==> src/rtl/config_loader.sv <==
// rtl/config_loader.sv - serial feeder for the configuration shift chain (optional CRC check: CONFIG_LOADER_CRC_EN)
`timescale 1ns/1ps

module config_loader #(
    parameter int CHAIN_LENGTH = 64,
    parameter int WORD_WIDTH   = 8,
    parameter int COUNT_WIDTH  = 16
) (
    input  logic                  clock,
    input  logic                  reset,
    input  logic                  start,
    input  logic [WORD_WIDTH-1:0] in_data,
    input  logic                  in_valid,
    output logic                  in_ready,
    output logic                  cfg_data,
    output logic                  cfg_enable,
    output logic                  cfg_nreset,
    output logic                  busy,
    output logic                  done,
    output logic                  error
);

    localparam int WORDS_NEEDED = (CHAIN_LENGTH + WORD_WIDTH - 1) / WORD_WIDTH;
    localparam int BL_W         = $clog2(WORD_WIDTH + 1);

    localparam logic [COUNT_WIDTH-1:0] CHAIN_LEN_C = COUNT_WIDTH'(CHAIN_LENGTH);
    localparam logic [COUNT_WIDTH-1:0] WORDS_C     = COUNT_WIDTH'(WORDS_NEEDED);
    localparam logic [COUNT_WIDTH-1:0] ONE_C       = COUNT_WIDTH'(1);
    localparam logic [BL_W-1:0]        WORD_BITS_C = BL_W'(WORD_WIDTH);
    localparam logic [BL_W-1:0]        BL_ONE_C    = BL_W'(1);

    typedef enum logic [2:0] {
        S_IDLE,
        S_CLEAR,
        S_SHIFT,
        S_CHECK,
        S_DONE
    } state_t;

    state_t                 state_q, state_d;
    logic [WORD_WIDTH-1:0]  buf_q, buf_d;
    logic [BL_W-1:0]        bits_left_q, bits_left_d;
    logic [COUNT_WIDTH-1:0] bit_count_q, bit_count_d;
    logic [COUNT_WIDTH-1:0] word_count_q, word_count_d;
    logic                   cfg_data_q, cfg_data_d;
    logic                   cfg_enable_q, cfg_enable_d;
    logic                   cfg_nreset_q, cfg_nreset_d;
    logic                   busy_q, busy_d;
    logic                   done_q, done_d;
    logic                   in_ready_c;
    logic                   accept;

`ifdef CONFIG_LOADER_CRC_EN
    logic [7:0] crc_q, crc_d;
    logic       crc_fail_q, crc_fail_d;
    logic       error_q, error_d;
    logic [7:0] check_byte;

    // CRC-8, polynomial 0x07, one serial bit per call, MSB-first
    function automatic logic [7:0] crc8_step(input logic [7:0] crc, input logic bit_in);
        logic fb;
        fb = crc[7] ^ bit_in;
        return {crc[6:0], 1'b0} ^ (fb ? 8'h07 : 8'h00);
    endfunction

    // The check value lives in the low byte of the word, zero-padded for narrow words
    if (WORD_WIDTH >= 8) begin : g_check_wide
        assign check_byte = in_data[7:0];
    end else begin : g_check_narrow
        assign check_byte = {{(8 - WORD_WIDTH){1'b0}}, in_data};
    end
`endif

    // Ready is combinational so a word can be taken in the same cycle the last buffered bit goes out
    always_comb begin
        in_ready_c = 1'b0;
        if (state_q == S_SHIFT) begin
            in_ready_c = (bits_left_q <= BL_ONE_C) && (word_count_q < WORDS_C);
        end
`ifdef CONFIG_LOADER_CRC_EN
        else if (state_q == S_CHECK) begin
            in_ready_c = 1'b1;
        end
`endif
    end

    assign accept = in_valid && in_ready_c;

    // Next-state and registered-output decode; outputs reflect the state of the previous cycle
    always_comb begin
        state_d      = state_q;
        buf_d        = buf_q;
        bits_left_d  = bits_left_q;
        bit_count_d  = bit_count_q;
        word_count_d = word_count_q;
        cfg_data_d   = cfg_data_q;
        cfg_enable_d = 1'b0;
        cfg_nreset_d = 1'b1;
        busy_d       = 1'b0;
        done_d       = 1'b0;
`ifdef CONFIG_LOADER_CRC_EN
        crc_d        = crc_q;
        crc_fail_d   = crc_fail_q;
        error_d      = 1'b0;
`endif
        case (state_q)
            S_IDLE: begin
                cfg_data_d = 1'b0;
                if (start) begin
                    state_d = S_CLEAR;
                end
            end

            S_CLEAR: begin
                cfg_nreset_d = 1'b0;
                busy_d       = 1'b1;
                buf_d        = '0;
                bits_left_d  = '0;
                bit_count_d  = '0;
                word_count_d = '0;
`ifdef CONFIG_LOADER_CRC_EN
                crc_d        = 8'h00;
                crc_fail_d   = 1'b0;
`endif
                state_d      = S_SHIFT;
            end

            S_SHIFT: begin
                busy_d = 1'b1;
                // Emit the buffer MSB; an empty buffer leaves cfg_data holding its last bit
                if ((bits_left_q != '0) && (bit_count_q < CHAIN_LEN_C)) begin
                    cfg_enable_d = 1'b1;
                    cfg_data_d   = buf_q[WORD_WIDTH-1];
                    buf_d        = buf_q << 1;
                    bits_left_d  = bits_left_q - BL_ONE_C;
                    bit_count_d  = bit_count_q + ONE_C;
`ifdef CONFIG_LOADER_CRC_EN
                    crc_d        = crc8_step(crc_q, buf_q[WORD_WIDTH-1]);
`endif
                end
                // A new word overwrites the buffer as its last bit is being emitted
                if (accept) begin
                    buf_d        = in_data;
                    bits_left_d  = WORD_BITS_C;
                    word_count_d = word_count_q + ONE_C;
                end
                // Chain full: drop the unused tail of the final word
                if (bit_count_d == CHAIN_LEN_C) begin
                    bits_left_d = '0;
`ifdef CONFIG_LOADER_CRC_EN
                    state_d     = S_CHECK;
`else
                    state_d     = S_DONE;
`endif
                end
            end

`ifdef CONFIG_LOADER_CRC_EN
            S_CHECK: begin
                busy_d = 1'b1;
                if (accept) begin
                    crc_fail_d = (check_byte != crc_q);
                    state_d    = S_DONE;
                end
            end
`endif

            S_DONE: begin
                if (start) begin
                    state_d = S_CLEAR;
                end else begin
                    done_d  = 1'b1;
`ifdef CONFIG_LOADER_CRC_EN
                    error_d = crc_fail_q;
`endif
                end
            end

            default: begin
                state_d = S_IDLE;
            end
        endcase
    end

    // State, datapath and output registers
    always_ff @(posedge clock or posedge reset) begin
        if (reset) begin
            state_q      <= S_IDLE;
            buf_q        <= '0;
            bits_left_q  <= '0;
            bit_count_q  <= '0;
            word_count_q <= '0;
            cfg_data_q   <= 1'b0;
            cfg_enable_q <= 1'b0;
            cfg_nreset_q <= 1'b0;
            busy_q       <= 1'b0;
            done_q       <= 1'b0;
        end else begin
            state_q      <= state_d;
            buf_q        <= buf_d;
            bits_left_q  <= bits_left_d;
            bit_count_q  <= bit_count_d;
            word_count_q <= word_count_d;
            cfg_data_q   <= cfg_data_d;
            cfg_enable_q <= cfg_enable_d;
            cfg_nreset_q <= cfg_nreset_d;
            busy_q       <= busy_d;
            done_q       <= done_d;
        end
    end

`ifdef CONFIG_LOADER_CRC_EN
    // Running CRC of the shifted stream and the result of the check word
    always_ff @(posedge clock or posedge reset) begin
        if (reset) begin
            crc_q      <= 8'h00;
            crc_fail_q <= 1'b0;
            error_q    <= 1'b0;
        end else begin
            crc_q      <= crc_d;
            crc_fail_q <= crc_fail_d;
            error_q    <= error_d;
        end
    end

    assign error = error_q;
`else
    assign error = 1'b0;
`endif

    assign in_ready   = in_ready_c;
    assign cfg_data   = cfg_data_q;
    assign cfg_enable = cfg_enable_q;
    assign cfg_nreset = cfg_nreset_q;
    assign busy       = busy_q;
    assign done       = done_q;

endmodule

==> config.mk <==
export PLATFORM = sky130hd
export DESIGN_NAME = config_loader
export DESIGN_NICKNAME = d
export VERILOG_FILES = /design/src/rtl/config_loader.sv
export SDC_FILE = /design/constraint.sdc
export NUM_CORES = 1
export LEC_CHECK = 0
export BUFFER_PORTS_ARGS = -buffer_cell sky130_fd_sc_hd__buf_4
export CAP_MARGIN = 40
export CORE_MARGIN = 1.5
export CORE_UTILIZATION = 35
export CTS_CLUSTER_SIZE = 20
export DETAILED_ROUTE_END_ITERATION = 10
export GPL_TIMING_DRIVEN = 0
export PLACE_DENSITY = 0.48
export SLEW_MARGIN = 30
export SYNTH_ARGS = -nofsm -noshare
export SYNTH_HDL_FRONTEND = slang
export SYNTH_SLANG_ARGS = --single-unit
==> constraint.sdc <==
create_clock -name clock -period 2.5 [get_ports clock]
set_input_delay 0.5 -clock clock [delete_from_list [all_inputs] [get_ports clock]]
set_output_delay 0.5 -clock clock [all_outputs]
set_load 0.005 [all_outputs]
==> impl_metrics.tcl <==
set metrics [dict create \
    max_slew.worst_pin.slew_ns 0.523 \
    status "finished clean" \
    period_needed_ns 2.33 \
    seq_area_frac_synth_pct 55.9 \
    rr_worst_depth 8 \
    drive_gt1_share_pct 16.5 \
    syn_nets 235 \
    clk_pin_slew_ns 0.09 \
    synth_cell_types 43 \
    synth.top_cell.area_share_pct 55.9 \
    antenna_left 0 \
    wire_per_inst_microns 15.0 \
    cpMaxStageDelayCell "or4b_2" \
    syn_area_per_cell_sq_um 10.7 \
    multi_input_area_sq_um 948 \
    chipWidth_microns 84.5 \
    clock_path_buffers 2 \
    end_kind "flip-flop" \
    track_usage_pct 15.0 \
    synth_seq_cells 52 \
    worstSetupStartpointType "flip-flop" \
    grt_max_degree 28 \
    dr_total_vias 1624 \
    final_max_slew_viol_count 0 \
    finalWorstSetupSlack_ns 0.171 \
    finalHoldViolations 0 \
    synth.most_common_cell "dfrtp_1" \
    synth_edf_count 0 \
    timing.fmax_ghz 0.429 \
    gr-total-overflow 0 \
    cts_buffers 5 \
    clock-sinks 52 \
    routed_via_density 5.08 \
    coreArea_sq_um 6390 \
    power_density_nw_per_um2 1060 \
    grt_pass1_wl_microns 8380 \
    dp_slack_ns -0.00660 \
    regArea_sq_um 1300 \
    synth_cells 218 \
    r2r_slack_ns 0.17 \
    setup-tns-final_ns 0 \
    insertion_delay_ns 0.30 \
    async_flop_share_pct 100 \
    fin_worst_skew_ns 0.00856 \
    htreeDepth 2 \
    hpwlAfterDp_microns 3380 \
    cts_tree "yes" \
    crit_required_ns 2.68 \
    diodes 0 \
    synthFlopType "dfrtp_1" \
    fill_cells 633 \
    path_max_fanout 4 \
    initial_core_util_pct 36.4 \
    period_share_pct 93.1 \
    gp_congestion 0.744 \
    die_h_microns 84.5 \
    dr.pass1.iters 4 \
    rsz0062_at_grt "no" \
    syn2layout_area_growth_pct 16.8 \
    design.die.area_sq_um 7150 \
    placement.io_buffers 17 \
    ys_warn_count 0 \
    arrival_ns 2.50 \
    post-cts-setup-buffers 0 \
    critical_path.max_stage_delay_ns 0.61 \
    yosys-top-cells-area "dfrtp_1, nor2b_1, nor2_1, ha_1, o21ai_0" \
    routed_wl_microns 4790 \
    finalSetupViolCount 0 \
    cp_cell_sequence "inv_1, ha_1, nor3b_1, or4b_2, o21ai_1, o211ai_2, a31oi_1, mux2i_1" \
    power_leakage_nw 1.26 \
    antenna_found_initial 0 \
    max_slew_margin_pct 65.1 \
    std_cell_rows 29 \
    mappedNetlistArea_sq_um 2330 \
    num_io_pins 19 \
    first_global_vias 1667 \
    root_buffer "clkbuf_8" \
    critical_path_class "reg2reg" \
    drcViolationCount 0 \
    irDropWorstVdd_v 0.000408 \
    dpl_cell_area_sq_um 2570 \
    synth_common_cells "dfrtp_1, nor2b_1, nor2_1" \
    hp-class "in2async" \
    stdcell_area_sq_um 2720 \
    drt_iter0_markers 69 \
    max-cap-violations 0 \
    synth_area_leader_cell "dfrtp_1" \
    nNetsFinal 260 \
]
layer usage:
layer	vias to the layer above	track usage [%]	routed length, microns
met5	-	0	0
met4	0	4.84	31
met3	2	4.03	226
met2	32	23.0	2180
met1	783	20.7	2360
li1	807	-	-
critical path, delay by kind of cell, from the launching register on:
| kind | cells | cell delay (ns) |
|---|---|---|
| mux | 1 | 0.12 |
| fa+ha+maj | 1 | 0.19 |
| compound gates | 3 | 0.65 |
| simple gates | 2 | 0.78 |
| buf+inv | 1 | 0.09 |
| flops | 1 | 0.38 |
path summary, 6_finish.rpt:
path,start,end
min in group clock,start,done$_DFF_PP0_
hold reg to reg,state_q[0]$_DFFE_PP0P_,state_q[0]$_DFFE_PP0P_
max in group asynchronous,reset,state_q[2]$_DFFE_PP0P_
hold / removal,reset,word_count_q[6]$_DFFE_PP0P_
setup / recovery,bits_left_q[0]$_DFFE_PP0P_,bits_left_q[0]$_DFFE_PP0P_
setup reg to reg,bits_left_q[0]$_DFFE_PP0P_,bits_left_q[0]$_DFFE_PP0P_
power by group:
| part | total (mW) | internal, mW | switching [mW] |
|---|---|---|---|
| combinational | 1.06 | 0.426 | 0.635 |
| clock | 0.667 | 0.394 | 0.273 |
| sequential | 1.16 | 1.02 | 0.139 |
| total | 2.89 | 1.84 | 1.05 |
cell type report:
type / count / share of cell area, %
Sequential cell: 52 / 47.9
Multi-Input combinational cell: 145 / 34.9
Timing Repair Buffer: 18 / 5.43
Tap cell: 77 / 3.55
Clock buffer: 5 / 2.53
Clock inverter: 2 / 2.21
Buffer: 12 / 2.16
Inverter: 9 / 1.34
per-stage QoR:
stage	hold WS [ns]	power (mW)	util (%)	cells
final	0.173	2.89	42.6	320
after global placement	0.477	2.21	39.9	312
after CTS	0.177	2.92	42.4	320
after detailed placement	0.490	2.22	40.3	313
after floorplan	0.455	1.91	-	218
after global routing	0.189	3.12	42.6	320
cells in the final DEF (no fill, tap or decap), types with 2 or more instances in the layout:
master,instances
a21oi_1,10
a21oi_2,2
a22oi_1,7
a31oi_1,4
and2_1,2
and3_1,3
buf_4,18
bufinv_16,2
clkbuf_1,8
clkbuf_2,2
clkbuf_8,5
dfrtp_1,52
ha_1,5
inv_1,8
mux2i_1,2
nand2_1,12
nand3_1,5
nor2_1,18
nor2b_1,21
nor3_1,2
nor3b_1,3
nor4_1,6
o21ai_0,11
o22ai_1,2
o31ai_1,2
xnor2_1,6
sequential cells by signal, summed over array words and instances (netlist names), 3 cells and up:
name and count:
buf_q 8, bits_left_q 4, word_count_q 16, state_q 3
bit_count_q 16
logic make-up after synthesis:
group,after synthesis,share of synthesized area [%]
buf+inv,21,3.87
other cells,1,0.161
fa+ha+maj,5,2.69
compound gates,50,14.5
xor+xnor,6,2.26
simple gates,80,19.3
flops,52,55.9
mux,3,1.34
repair_timing:
item / 4_1_cts / 5_1_grt
hold buffers: 0 / 0
gates cloned: 0 / 0
endpoints found under the setup margin: 1 / 10
pin swaps: 0 / 1
resized for setup: 1 / 6
Power figures use the tool's default switching activity.
